==> config.mk <==
export PLATFORM = sky130hd
export DESIGN_NAME = arinc429_tx
export DESIGN_NICKNAME = d
export VERILOG_FILES = /design/src/rtl/arinc429_pkg.sv /design/src/rtl/arinc429_bit_timer.sv /design/src/rtl/arinc429_tx.sv
export SDC_FILE = /design/constraint.sdc
export NUM_CORES = 1
export LEC_CHECK = 0
export CAP_MARGIN = 20
export CORE_MARGIN = 2
export CORE_UTILIZATION = 57
export CTS_BUF_LIST = sky130_fd_sc_hd__clkbuf_16
export CTS_CLUSTER_DIAMETER = 40
export CTS_CLUSTER_SIZE = 40
export DETAILED_ROUTE_END_ITERATION = 16
export GPL_TIMING_DRIVEN = 0
export HOLD_SLACK_MARGIN = 0.12
export PLACE_DENSITY = 0.8
export SLEW_MARGIN = 30
export SYNTH_ARGS = -nofsm -noshare
export SYNTH_HDL_FRONTEND = slang
export SYNTH_SLANG_ARGS = --single-unit
==> constraint.sdc <==
create_clock -name clk -period 3 [get_ports clk]
set_input_delay 0.6 -clock clk [delete_from_list [all_inputs] [get_ports clk]]
set_output_delay 0.6 -clock clk [all_outputs]
set_load 0.02 [all_outputs]
==> src/rtl/arinc429_pkg.sv <==
// Shared ARINC 429 definitions: word geometry, transmitter state encoding,
// and the odd-parity helper used by both the transmitter and receiver checker.
package arinc429_pkg;

    localparam int WORD_W   = 32;
    localparam int GAP_BITS = 4;

    typedef enum logic [1:0] {
        IDLE,
        SEND_HALF,
        NULL_HALF,
        GAP
    } tx_state_t;

    // Parity bit that makes the full 32-bit word carry an odd number of ones
    function automatic logic odd_parity(input logic [WORD_W-2:0] data);
        return ~^data;
    endfunction

    // Maps transmit sequence position to word bit: label MSB-first, then 8..31
    function automatic logic [4:0] tx_bit_index(input logic [4:0] seq);
        return (seq < 5'd8) ? (5'd7 - seq) : seq;
    endfunction

endpackage

==> src/rtl/arinc429_bit_timer.sv <==
// Loadable down-counter; tc is high while the count sits at zero, so a load
// of N-1 yields a phase lasting exactly N cycles.
module arinc429_bit_timer #(
    parameter int W = 9
) (
    input  logic         clk,
    input  logic         rst_n,
    input  logic         load,
    input  logic [W-1:0] load_val,
    output logic         tc
);

    logic [W-1:0] count;

    // Load has priority; otherwise count down and park at zero
    always_ff @(posedge clk) begin
        if (!rst_n) begin
            count <= '0;
        end else if (load) begin
            count <= load_val;
        end else if (count != '0) begin
            count <= count - W'(1);
        end
    end

    assign tc = (count == '0);

endmodule

==> src/rtl/arinc429_tx.sv <==
// ARINC 429 transmitter: accepts a 31-bit word, appends odd parity, and sends
// 32 return-to-zero bits (label MSB-first) followed by a 4-bit-time null gap.
module arinc429_tx
    import arinc429_pkg::*;
#(
    parameter int HALF_BIT_HS = 40,
    parameter int HALF_BIT_LS = 320
) (
    input  logic        clk,
    input  logic        rst_n,
    input  logic [30:0] data_in,
    input  logic        speed_sel,
    input  logic        in_valid,
    output logic        in_ready,
    output logic        tx_hi,
    output logic        tx_lo,
    output logic        tx_busy,
    output logic        tx_done
);

    localparam int HMAX = (HALF_BIT_HS > HALF_BIT_LS) ? HALF_BIT_HS : HALF_BIT_LS;
    localparam int TW   = $clog2(HMAX) + 1;
    localparam int GW   = TW + $clog2(2 * GAP_BITS) + 1;

    tx_state_t         state;
    tx_state_t         state_nx;
    logic [WORD_W-1:0] word_q;
    logic [TW-1:0]     half_q;
    logic [4:0]        bit_cnt;
    logic [GW-1:0]     gap_cnt;
    logic [GW-1:0]     gap_last;
    logic              done_q;
    logic              accept;
    logic              timer_load;
    logic              timer_tc;
    logic [TW-1:0]     timer_val;
    logic              cur_bit;

    assign accept   = in_valid && (state == IDLE);
    assign gap_last = (GW'(half_q) * GW'(2 * GAP_BITS)) - GW'(1);

    // On accept the timer takes the newly selected rate; otherwise the latched one
    assign timer_val = accept
                     ? (speed_sel ? TW'(HALF_BIT_HS - 1) : TW'(HALF_BIT_LS - 1))
                     : (half_q - TW'(1));

    arinc429_bit_timer #(
        .W(TW)
    ) u_timer (
        .clk      (clk),
        .rst_n    (rst_n),
        .load     (timer_load),
        .load_val (timer_val),
        .tc       (timer_tc)
    );

    // State register
    always_ff @(posedge clk) begin
        if (!rst_n) begin
            state <= IDLE;
        end else begin
            state <= state_nx;
        end
    end

    // Next-state logic and timer reload at every half-bit boundary
    always_comb begin
        state_nx   = state;
        timer_load = 1'b0;
        case (state)
            IDLE: begin
                if (accept) begin
                    state_nx   = SEND_HALF;
                    timer_load = 1'b1;
                end
            end
            SEND_HALF: begin
                if (timer_tc) begin
                    state_nx   = NULL_HALF;
                    timer_load = 1'b1;
                end
            end
            NULL_HALF: begin
                if (timer_tc) begin
                    if (bit_cnt == 5'd31) begin
                        state_nx = GAP;
                    end else begin
                        state_nx   = SEND_HALF;
                        timer_load = 1'b1;
                    end
                end
            end
            GAP: begin
                if (gap_cnt == gap_last) begin
                    state_nx = IDLE;
                end
            end
            default: begin
                state_nx = IDLE;
            end
        endcase
    end

    // Word/rate capture, bit sequencing, gap counting and the done pulse
    always_ff @(posedge clk) begin
        if (!rst_n) begin
            word_q  <= '0;
            half_q  <= '0;
            bit_cnt <= '0;
            gap_cnt <= '0;
            done_q  <= 1'b0;
        end else begin
            done_q <= (state == GAP) && (state_nx == IDLE);
            if (accept) begin
                word_q  <= {odd_parity(data_in), data_in};
                half_q  <= speed_sel ? TW'(HALF_BIT_HS) : TW'(HALF_BIT_LS);
                bit_cnt <= '0;
            end else if ((state == NULL_HALF) && timer_tc && (bit_cnt != 5'd31)) begin
                bit_cnt <= bit_cnt + 5'd1;
            end
            if ((state == GAP) && (state_nx != IDLE)) begin
                gap_cnt <= gap_cnt + GW'(1);
            end else begin
                gap_cnt <= '0;
            end
        end
    end

    assign cur_bit  = word_q[tx_bit_index(bit_cnt)];
    assign tx_hi    = (state == SEND_HALF) && cur_bit;
    assign tx_lo    = (state == SEND_HALF) && !cur_bit;
    assign tx_busy  = (state != IDLE);
    assign in_ready = (state == IDLE);
    assign tx_done  = done_q;

endmodule

After elaboration in Yosys (flattened, before gate mapping)
Index checks and enable logic that the tools add are counted.
{"block": "classes", "n_bitwise": 1, "mux": 19, "add_sub_neg": 6, "n_reduce_logical": 18, "n_eq_ne": 6, "order_cmp": 2}
{"op": "31-bit XNOR reduction", "n": 1}
{"op": "10-bit two-way mux", "n": 3}
{"op": "10-bit by 1-bit subtractor with 10-bit output, second input constant", "n": 2}
{"op": "9-bit two-way mux", "n": 2}
{"op": "14-bit by 1-bit adder with 14-bit output, second input constant", "n": 1}
{"op": "14-bit == test", "n": 1}
{"op": "13-bit by 1-bit subtractor with 14-bit output, second input constant", "n": 1}
{"op": "10-bit zero test", "n": 1}
{"op": "2-bit two-way mux", "n": 5}
{"op": "10-bit nonzero test", "n": 1}
{"op": "2-bit case mux with 4 select lines", "n": 1}
{"op": "1-bit logical AND", "n": 7}
{"op": "5-bit by 6-bit less-than comparator with 1-bit output, second input constant", "n": 1}
{"op": "2-bit nonzero test", "n": 3}
{"op": "5-bit by 1-bit adder with 5-bit output, second input constant", "n": 1}
{"op": "1-bit binary-select mux with 5-bit select", "n": 1}
{"op": "5-bit == test, second input constant", "n": 1}
{"op": "5-bit by 4-bit less-than comparator with 1-bit output, second input constant", "n": 1}
{"op": "1-bit two-way mux", "n": 5}
{"op": "5-bit two-way mux", "n": 1}
{"op": "5-bit inequality test, second input constant", "n": 1}
{"op": "3-bit by 5-bit subtractor with 5-bit output, first input constant", "n": 1}
{"op": "2-bit == test, second input constant", "n": 2}
{"op": "2-bit zero test", "n": 2}
{"op": "other kinds (6)", "n": 6}
{"block": "word_totals", "output_inout_bits": 5, "reg_bits": 74}

Logic depth before layout (Yosys ltp)
{"block": "depth", "word_depth": 7, "mapped_depth": 9, "depth_no_buf": 8}

Modules after synthesis
From an unflattened synthesis, not the netlist that was laid out.
{"block": "hier_totals", "cells_unflattened": 411, "area_unflattened_um2": 3804.9}
{"module": "arinc429_tx", "cells_per_inst": 346, "seq_area_each_um2": 1121.1, "area_each_um2": 3231.8, "instances": 1}
{"module": "arinc429_bit_timer", "cells_per_inst": 65, "seq_area_each_um2": 200.2, "area_each_um2": 573.0, "instances": 1}

Worst setup path before layout
No wires, ideal clock.
{"block": "synth_path", "kind": "flip-flop to output port", "startpoint": "reg bit_cnt[3]", "endpoint": "out tx_lo", "path_buffers": 2, "stages_incl_launch_ff": 10, "required_time_ns": 2.400, "t_arrival_ns": 2.127, "setup_slack_ns": 0.273, "path_cell_list": "dfxtp_1 > inv_1 > ha_1 > buf_4 > buf_2 > mux4_2 > mux2i_1 > nand2_1 > o211ai_1 > and4b_1"}
{"block": "synth_between", "elab_chain_cells": 6, "word_cells_on_any_way": 7}
{"element": "start: declaration", "line": "arinc429_tx.sv:29", "source": "logic [4:0] bit_cnt;"}
{"element": "start signal: assignment", "line": "arinc429_tx.sv:119", "source": "bit_cnt <= bit_cnt + 5'd1;"}
{"element": "3-bit by 5-bit subtractor with 5-bit output or 5-bit by 4-bit less-than comparator with 1-bit output (tied branches)", "line": "arinc429_pkg.sv:22", "source": "return (seq < 5'd8) ? (5'd7 - seq) : seq;"}
{"element": "5-bit two-way mux *", "line": "arinc429_pkg.sv:22"}
{"element": "1-bit binary-select mux with 5-bit select *", "line": "arinc429_tx.sv:129", "source": "assign cur_bit = word_q[tx_bit_index(bit_cnt)];"}
{"element": "1-bit two-way mux (implied by the code) *", "line": "arinc429_tx.sv:129"}
{"element": "1-bit zero test *", "line": "arinc429_tx.sv:131", "source": "assign tx_lo = (state == SEND_HALF) && !cur_bit;"}
{"element": "1-bit logical AND *", "line": "arinc429_tx.sv:131"}
{"element": "end: declaration", "line": "arinc429_tx.sv:16", "source": "output logic tx_lo,"}
Mark *: on every way between the ends. The rest lies on a longest branch, timed or not. The select of a mux whose other input is x is not followed.

Worst setup path in the final report
Ends and elaborated chain as after synthesis.

==> qor.txt <==
Status: finished clean
Total number of vias: 3165
Count of different cell masters after synthesis: 59
Worst-Margin Slew: 0.486 ns
Clk slew on worst S/H paths: 0.06 ns
Cell breakdown of the critical path: inv_4 > ha_4 > buf_8 > buf_6 > mux4_2 > mux2i_1 > nand2_1 > o2111ai_2 > and4b_1 > buf_6
Ports: 40
Tmin final: 3.00 ns
Final worst slack: 0.00223 ns
Largest net degree at the start of global routing: 13
Synth Flop Type: dfxtp_1
Post-synth net total: 452
Slew margin rel.: 67.6%
Ys async rst share: 0%
Clock Tree Buf Depth: 2
TritonCTS Buffers: 9
Cell row count: 29
Die Wd: 86.2 um
WS Path Type: reg2out
Vias per inst: 5.73
CP Launch Type: register
Mux cell area share after synthesis: 13.4%
Synth Cell Area: 0.00385 mm^2
Synthesis-to-layout area growth: 25.6%
# fillers: 437
WL final: 8.73 mm
Highest routed layer: met4
Mapped Cells: 409
Clock Tree Root: clkbuf_16
Ant diodes: 0
Worst Skew: 0.00353 ns
Yosys top cell by area: dfxtp_1
Remaining Overflow, GRT: 0
Input/output buffers: 39
Dpl ws: -0.483 ns
Lkg Pwr: 1.84 nW
Tcrit/Tclk final: 99.9%
WP data required: 2.40 ns
Max cap viols: 0
Drt initial violations: 153
Seq/Total Area, Yosys: 34.3%
Worst EP arrival: 2.40 ns
First-pass GRT wire length: 14.8 mm
Worst VDD drop: 372 uV
Syn avg cell area: 9.41 um^2
Die area: 0.00743 mm^2
Share of cells above drive strength 1: 17.7%
Simple-gate share of the synthesized area: 19.4%
Worst path most repeated cell: buf_6
DR WL met3: 496 um
Post-DP HPWL: 6.04 mm
Fin. max-slew vios: 0
Antenna Nets Post-Route: 0
Routability cong.: 0.832
CTS sink cnt: 66
Yosys warning count: 0
Pre-Repair DR Iteration Count: 4
Power Total: 2.82 mW
Synth Area in Compound Gates: 12.4%
Drt drc: 0
NumNets Final: 513
Die H: 86.2 um
CTS tree: done
#FFs+latches synth: 66
Worst hold path type: reg2reg
Number of global-route vias before repair: 3199
Fin Setup TNS: 0 ns
CP endpoint kind: output pin
Slowest-stage cell, CP: mux4_2
All-Layer GR Usage: 25.2%
Top post-synthesis cells by area: dfxtp_1 34%, mux4_2 9.4%, xnor2_1 7.7%
Post-synth EDFFs: 0
Initial Utilization: 59.9%
Final setup fails: 0
WL/cell: 15.8 um
Fin. Hold Viols: 0
H-tree Lvls: 3
RSZ-0062 raised after global routing: yes
Worst-path fanout max: 6
Clk_lat worst skew: 0.33 ns
Critical path's largest stage delay: 0.48 ns
Max Freq: 0.334 GHz
Final core occ: 75.3%
Largest family of logic cells by synthesized area: simple AND/OR/NAND/NOR gates
Wl on met1: 3.64 mm
WL met2: 4.44 mm
Area share of fa/ha/maj cells after synthesis: 2.60%
Core box area: 0.00642 mm^2
Initial antenna violation count: 0
Synth top area share: 34.3%
PwrDens: 583 mW/mm^2
Area share of xor/xnor cells in the synthesized design: 13.8%
cell type report:
class / instances / area [um^2] / share of cell area [%]
sequential: 66 / 1330 / 27.4
timing repair buffer: 50 / 510 / 10.6
inverter: 12 / 47.5 / 0.984
clock inverter: 7 / 93.8 / 1.94
tap: 77 / 96.3 / 1.99
multi-input combinational: 310 / 2400 / 49.6
buffer: 21 / 135 / 2.80
clock buffer: 9 / 225 / 4.66
critical path, delay by kind of cell, from the launching register on:
family / cells / cell delay (ns)
AOI/OAI and AO/OA: 1 / 0.10
adders and majority gates: 1 / 0.15
buffers and inverters: 4 / 0.44
DFF: 1 / 0.36
muxes: 2 / 0.67
and+or+nand+nor: 2 / 0.34
flip-flops by register name, summed over array words and instances (netlist names):
register and flops:
half_q 2, word_q 32, state 2, gap_cnt 14, u_timer.count 10, bit_cnt 5, tx_done 1
layout by cell type, fill, tap and decap left out, types with 7 or more instances in the layout:
cell / instances
dfxtp_1: 64
nor2_1: 29
nor3_1: 7
inv_1: 10
clkdlybuf4s50_1: 37
clkbuf_16: 10
xor2_1: 13
a21oi_1: 11
nand2_1: 78
xnor2_1: 34
a21boi_0: 32
nand3_1: 7
ha_1: 7
mux4_2: 16
mux2i_1: 11
buf_4: 8
synth_stat cells, types with 6 or more instances:
| library cell | count |
|---|---|
| clkbuf_1 | 6 |
| mux2i_1 | 12 |
| dfxtp_1 | 66 |
| a21oi_1 | 11 |
| xor2_1 | 13 |
| buf_2 | 6 |
| nand2_1 | 78 |
| nand3_1 | 7 |
| inv_1 | 12 |
| xnor2_1 | 34 |
| nor2_1 | 29 |
| ha_1 | 8 |
| a21boi_0 | 32 |
| nor3_1 | 7 |
| mux4_2 | 16 |
through the flow:
| step | cell area, um^2 | hold slack, ns | std cells |
|---|---|---|---|
| after floorplan | 3850 | 0.412 | 409 |
| after global placement | 4340 | 0.425 | 525 |
| after detailed placement | 4340 | 0.436 | 525 |
| after CTS | 4760 | 0.443 | 548 |
| after global routing | 4830 | 0.477 | 552 |
| final | 4830 | 0.454 | 552 |
report_power, final:
| part | total (mW) | switching [mW] | internal [mW] |
|---|---|---|---|
| clock | 1.12 | 0.397 | 0.725 |
| sequential | 1.03 | 0.0717 | 0.954 |
| combinational | 0.671 | 0.326 | 0.345 |
| total | 2.82 | 0.795 | 2.02 |
layer usage:
layer / up-vias / track usage [%]
met3: 15 / 5.52
met4: 0 / 8.52
met5: - / 0
met1: 1521 / 31.6
li1: 1534 / -
met2: 95 / 43.3
cell families (layout without fill, tap and decap cells):
family,after synthesis,in the layout
simple gates,155,155
flops,66,66
compound gates,64,64
xor+xnor,52,52
buf+inv,33,99
mux,31,31
fa+ha+maj,8,8
timing repair:
action | CTS | global route
hold buffers | 0 | 0
gates cloned | 1 | 1
pin swaps | 1 | 3
gates resized for setup | 23 | 9
endpoints found under the setup margin | 2 | 2
setup buffers | 6 | 3
worst paths after layout:
check        slack [ns]          end       start  cells after the start
max               0.002        tx_lo  bit_cnt[3]                     10
min                0.45   gap_cnt[0]  gap_cnt[0]                      1
max reg2reg        0.67  gap_cnt[13]   half_q[5]                      8
min reg2reg        0.45   gap_cnt[0]  gap_cnt[0]                      1
Power figures use the tool's default switching activity.
